## config.mk

```make
export PLATFORM = sky130hd
export DESIGN_NAME = fifo_rd_stream
export DESIGN_NICKNAME = d
export VERILOG_FILES = /design/src/rtl/fifo_rd_pkg.sv /design/src/rtl/fifo_rd_skid.sv /design/src/rtl/fifo_rd_stream.sv
export SDC_FILE = /design/constraint.sdc
export NUM_CORES = 1
export LEC_CHECK = 0
export CORE_MARGIN = 3
export CORE_UTILIZATION = 51
export CTS_CLUSTER_DIAMETER = 200
export CTS_CLUSTER_SIZE = 14
export DETAILED_ROUTE_END_ITERATION = 8
export HOLD_SLACK_MARGIN = 0.15
export PLACE_DENSITY = 0.79
export SYNTH_ARGS = -nofsm -noshare
export SYNTH_HDL_FRONTEND = slang
export SYNTH_SLANG_ARGS = --single-unit
```

## constraint.sdc

```tcl
create_clock -name clk -period 1.9 [get_ports clk]
set_input_delay 0.285 -clock clk [delete_from_list [all_inputs] [get_ports clk]]
set_output_delay 0.285 -clock clk [all_outputs]
set_load 0.02 [all_outputs]
```

## src/rtl/fifo_rd_pkg.sv

```systemverilog
// Shared types and defaults for the FIFO read-side streaming stage.
package fifo_rd_pkg;

  localparam int DEF_FIFO_WIDTH = 16;

  typedef enum logic [1:0] {
    IDLE = 2'd0,
    RUN  = 2'd1,
    STOP = 2'd2
  } state_e;

  typedef struct packed {
    logic [DEF_FIFO_WIDTH-1:0] data;
    logic                      last;
  } buf_entry_t;

endpackage

```

## src/rtl/fifo_rd_skid.sv

```systemverilog
// Two-entry output buffer: ring of two slots with head/tail pointers and occupancy.
module fifo_rd_skid
  import fifo_rd_pkg::*;
#(
  parameter int W = DEF_FIFO_WIDTH
) (
  input  logic         clk,
  input  logic         rst_n,
  input  logic         push,
  input  logic [W-1:0] push_data,
  input  logic         push_last,
  input  logic         pop,
  output logic [W-1:0] head_data,
  output logic         head_last,
  output logic [1:0]   occ
);

  logic [W-1:0] data_q [2];
  logic [1:0]   last_q;
  logic         wr_ptr;
  logic         rd_ptr;
  logic [1:0]   occ_q;

  // Slot storage, pointers and occupancy; push and pop together leave occupancy unchanged.
  always_ff @(posedge clk or negedge rst_n) begin
    if (!rst_n) begin
      data_q[0] <= '0;
      data_q[1] <= '0;
      last_q    <= '0;
      wr_ptr    <= 1'b0;
      rd_ptr    <= 1'b0;
      occ_q     <= 2'd0;
    end else begin
      if (push) begin
        data_q[wr_ptr] <= push_data;
        last_q[wr_ptr] <= push_last;
        wr_ptr         <= ~wr_ptr;
      end
      if (pop) begin
        rd_ptr <= ~rd_ptr;
      end
      case ({push, pop})
        2'b10:   occ_q <= occ_q + 2'd1;
        2'b01:   occ_q <= occ_q - 2'd1;
        default: occ_q <= occ_q;
      endcase
    end
  end

  assign head_data = data_q[rd_ptr];
  assign head_last = last_q[rd_ptr];
  assign occ       = occ_q;

  // The upstream credit check must never let a word arrive while both slots are full.
  assert property (@(posedge clk) disable iff (!rst_n) !(push && (occ_q == 2'd2)));

endmodule

```

## src/rtl/fifo_rd_stream.sv

```systemverilog
// Drains a synchronous FIFO onto a valid/ready stream with burst tagging and an underflow counter.
module fifo_rd_stream
  import fifo_rd_pkg::*;
#(
  parameter int FIFO_WIDTH = DEF_FIFO_WIDTH,
  parameter int BURST_LEN  = 4,
  parameter int CNT_W      = 8
) (
  input  logic                  clk,
  input  logic                  rst_n,
  input  logic                  enable,
  input  logic [FIFO_WIDTH-1:0] fifo_data_out,
  input  logic                  fifo_empty,
  input  logic                  fifo_underflow,
  output logic                  fifo_rd_en,
  output logic [FIFO_WIDTH-1:0] m_data,
  output logic                  m_valid,
  input  logic                  m_ready,
  output logic                  m_last,
  output logic                  busy,
  output logic [CNT_W-1:0]      underflow_cnt
);

  localparam logic [7:0] LAST_POS = 8'(BURST_LEN - 1);

  state_e     state;
  logic       inflight;
  logic [7:0] burst_cnt;
  logic [1:0] occ;
  logic       pop;
  logic       push_last;
  logic [2:0] credit_used;
  logic [2:0] credit_lim;

  // A read is allowed only if the word it returns is guaranteed a free buffer slot.
  assign pop         = m_valid && m_ready;
  assign credit_used = {1'b0, occ} + {2'b00, inflight};
  assign credit_lim  = 3'd2 + {2'b00, pop};
  assign fifo_rd_en  = (state == RUN) && enable && !fifo_empty && (credit_used < credit_lim);

  assign push_last = (burst_cnt == LAST_POS);
  assign m_valid   = (occ != 2'd0);
  assign busy      = (state != IDLE) || m_valid;

  fifo_rd_skid #(
    .W(FIFO_WIDTH)
  ) u_skid (
    .clk       (clk),
    .rst_n     (rst_n),
    .push      (inflight),
    .push_data (fifo_data_out),
    .push_last (push_last),
    .pop       (pop),
    .head_data (m_data),
    .head_last (m_last),
    .occ       (occ)
  );

  // Marks the cycle where the FIFO's registered output holds the word we requested.
  always_ff @(posedge clk or negedge rst_n) begin
    if (!rst_n) begin
      inflight <= 1'b0;
    end else begin
      inflight <= fifo_rd_en;
    end
  end

  // Burst position advances per captured word and survives enable drops.
  always_ff @(posedge clk or negedge rst_n) begin
    if (!rst_n) begin
      burst_cnt <= 8'd0;
    end else if (inflight) begin
      burst_cnt <= push_last ? 8'd0 : burst_cnt + 8'd1;
    end
  end

  // Control FSM: STOP waits for the last in-flight word and the buffer to drain.
  always_ff @(posedge clk or negedge rst_n) begin
    if (!rst_n) begin
      state <= IDLE;
    end else begin
      case (state)
        IDLE: if (enable) state <= RUN;
        RUN:  if (!enable && !inflight) state <= STOP;
        STOP: begin
          if (enable) begin
            state <= RUN;
          end else if (occ == 2'd0) begin
            state <= IDLE;
          end
        end
        default: state <= IDLE;
      endcase
    end
  end

  // Saturating debug count of FIFO underflow pulses.
  always_ff @(posedge clk or negedge rst_n) begin
    if (!rst_n) begin
      underflow_cnt <= '0;
    end else if (fifo_underflow && (underflow_cnt != '1)) begin
      underflow_cnt <= underflow_cnt + CNT_W'(1);
    end
  end

endmodule

```

==> impl_metrics.json, run 1 <==
{
  "outcome": "completed",
  "crit_path_top_delay_cell": "dfrtp_1",
  "skew_ns": 0.00375,
  "num_vias": 1722,
  "rows": 25,
  "cp.required_ns": 1.62,
  "synth_fp_nets": 217,
  "dp_hpwl_um": 3180,
  "crit_path_max_fanout": 3,
  "yosys_most_used_dff": "dfrtp_1",
  "ios": 50,
  "grt_pass1_wl_um": 8210,
  "synth_top_area_frac": 0.560,
  "clk_latency_ns": 0.32,
  "port_buffers": 49,
  "critPathLaunch": "u_skid.occ[0]",
  "antenna_found_initial": 0,
  "r2r-end": "underflow_cnt[1]",
  "cts_made_buffers": 9,
  "grt_max_degree": 39,
  "arrival_ns": 1.59,
  "syn_inst": 190,
  "path_cells": "ha_2, ha_4, nor3_2, and3_1, buf_6",
  "synth-simple-area-share": 0.0874,
  "dieArea_um2": 5880,
  "cts_root_buf": "clkbuf_8",
  "muxShareOfSynthArea": 0.230,
  "clock_path_buffers": 2,
  "powerDensity_nw_per_um2": 1630,
  "drtIter0Drc": 87,
  "core_um2": 4790,
  "reg2reg_depth": 4,
  "synth_top_family_by_area": "multiplexers",
  "grt_usage": 0.180,
  "drc": 0,
  "critPathLaunchType": "flip-flop",
  "endpoint_kind": "output pin",
  "relSlewSlack": 0.678,
  "synth_edf_count": 0,
  "clock_sinks": 57,
  "syn_area_per_cell_um2": 13.4,
  "synth-seq-cells": 57,
  "max-cap-violations": 0,
  "via_per_inst": 5.23,
  "die_h_um": 76.7,
  "rr_startpoint": "underflow_cnt[0]",
  "wire_per_inst_um": 14.8,
  "overflow": 0,
  "rsz0062_at_grt": "yes",
  "fin_nets": 287,
  "setup_viol_count_final": 0,
  "clk_pin_slew_ns": 0.06,
  "drive_gt1_frac": 0.336,
  "hp-class": "in -> async",
  "place_congestion": 0.731,
  "r2r_slack_ns": 0.28,
  "fin_cells": 329,
  "utilization": 0.713,
  "dp_cells": 312,
  "syn_area_um2": 2550,
  "yosys-top-cells-area": "dfrtp_1 (56%), mux2_2 (22%), ha_1 (2.5%), xnor2_1 (2.4%), a21oi_1 (1.8%)",
  "worst_slew_pin_slew_ns": 0.483,
  "drv_slew": 0,
  "totalWireLength_um": 4850,
  "yosysWarnings": 0,
  "fmax_mhz": 534,
  "syn2layout_area_growth_pct": 33.9,
  "yosys.area_share.adder": 0.0245,
  "cpPeakStageDelay_ns": 0.41,
  "post-route-min-period_ns": 1.87,
  "hold_violations": 0,
  "floorplan.die.width_um": 76.7,
  "drt-pass1-iter-count": 4,
  "path_class": "reg -> out",
  "initial_core_util": 0.533,
  "period_share": 0.985,
  "ir_drop_mv": 0.938,
  "grt_pass1_vias": 1794,
  "synthXorXnorAreaFrac": 0.0378,
  "ctsHtreeMaxLevel": 3,
  "synth_async_sr_flop_share": 1.00,
  "synth_compound_area_frac": 0.0481,
  "p_leak_nw": 1.52,
  "synth_area_leader_cell": "dfrtp_1",
  "yosysSeqAreaShare": 0.560,
  "diodes": 0,
  "detail-route-antenna-nets": 0,
  "cts_tree": "built",
  "ys_types": 30
}
==> metal layers <==
layer,vias up,track usage,part of all wire
met2,38,0.280,0.48
met5,-,0,0
met4,0,0.116,0.022
met3,10,0.0411,0.035
met1,851,0.226,0.46
li1,823,-,-
==> repair_timing <==
item                                   CTS  global route
setup endpoints to repair               20             2
hold buffers                             1             0
gates resized for setup                 33             4
endpoints found under the hold margin   19             0
pin swaps                                3             3
setup buffers                            1             2
==> worst max path at each step <==
| stage | depth (start not counted) | endpoint | slack (ns) |
|---|---|---|---|
| floorplan | 4 | underflow_cnt[1] | 0.34 |
| global placement | 5 | fifo_rd_en | -0.13 |
| detailed placement | 5 | fifo_rd_en | -0.15 |
| CTS | 5 | fifo_rd_en | -0.005 |
| global route | 5 | fifo_rd_en | -0.03 |
| finish | 5 | fifo_rd_en | 0.03 |
==> final cells by class <==
cell class	instances	area, µm²
flip-flops and latches	57	1430
fillers	334	1370
multi-input cells	126	1120
repair buffers	64	609
clock buffers	13	169
well taps	67	83.8
inverters	2	7.51
==> worst max-delay path, delay by kind of cell, from the launching register on <==
kind / cells / cell delay, ns
adder cells (fa/ha/maj): 2 / 0.36
flip-flops: 1 / 0.41
buffers and inverters: 1 / 0.13
AND/OR/NAND/NOR: 2 / 0.37
==> cells in the final DEF, fill, tap and decap left out, types with 2 or more instances in the layout <==
cell,count
xnor2_1,7
xor2_1,4
mux2_2,50
a31oi_1,3
a21oi_1,9
buf_6,3
and3_1,4
nor2_1,4
ha_1,3
nand4_1,5
o21ai_0,4
mux2_1,2
buf_4,11
clkdlybuf4s50_1,28
clkbuf_8,12
inv_1,2
nand2b_1,2
dfrtp_1,57
dlygate4sd2_1,18
nand2_1,8
buf_12,2
nor2b_1,3
==> kinds of logic after synthesis <==
| kind of cell | after synthesis |
|---|---|
| AO/OA/AOI/OAI | 21 |
| XOR/XNOR | 11 |
| buffers and inverters | 7 |
| AND/OR/NAND/NOR | 37 |
| flip-flops | 57 |
| adder cells (fa/ha/maj) | 5 |
| multiplexers | 52 |
==> registers in the layout (all words and copies together) (netlist names), 2 cells and up <==
| register | flops |
|---|---|
| state | 2 |
| u_skid.occ | 2 |
| u_skid.last_q | 2 |
| u_skid.data_q | 32 |
| underflow_cnt | 8 |
| burst_cnt | 8 |
==> Yosys cell counts, types with 2 or more instances <==
cell / n
nand2b_1: 2
or2_2: 2
ha_1: 5
buf_2: 5
dfrtp_1: 57
nor2_1: 4
nor2b_1: 3
a21oi_1: 9
xor2_1: 4
xnor2_1: 7
and3_1: 4
nand4_1: 5
nor3_1: 2
a31oi_1: 3
inv_1: 2
o21ai_0: 5
mux2_1: 2
mux2_2: 50
nand2_1: 8
==> power breakdown <==
group	internal, mW	leakage [nW]	switching [mW]	total, mW
registers	1.74	0.700	0.393	2.13
logic	1.34	0.733	1.13	2.48
clock network	0.559	0.0875	0.416	0.975
==> through the flow <==
stage | setup TNS [ns] | area [µm²] | total power [mW] | hold slack [ns] | setup WS (ns)
after CTS | -0.00489 | 3380 | 5.59 | 0.454 | -0.00489
final | 0 | 3410 | 5.58 | 0.454 | 0.0282
after global routing | -0.0270 | 3410 | 5.94 | 0.466 | -0.0270
after detailed placement | -0.197 | 3200 | 4.74 | 0.274 | -0.149
after floorplan | 0 | 2550 | 3.60 | -0.0106 | 0.335
after global placement | -0.159 | 3200 | 4.67 | 0.269 | -0.128
No activity file was read; power rests on OpenSTA's default activity.
==> run 2: changes to the inputs <==
--- a/config.mk
+++ b/config.mk
@@ -5,6 +5,7 @@
 export SDC_FILE = /design/constraint.sdc
 export NUM_CORES = 1
 export LEC_CHECK = 0
+export CAP_MARGIN = 20
 export CORE_MARGIN = 3
 export CORE_UTILIZATION = 51
 export CTS_CLUSTER_DIAMETER = 200
==> results of run 2 <==
Final layout, timing and power as in run 1 (identical DEF).
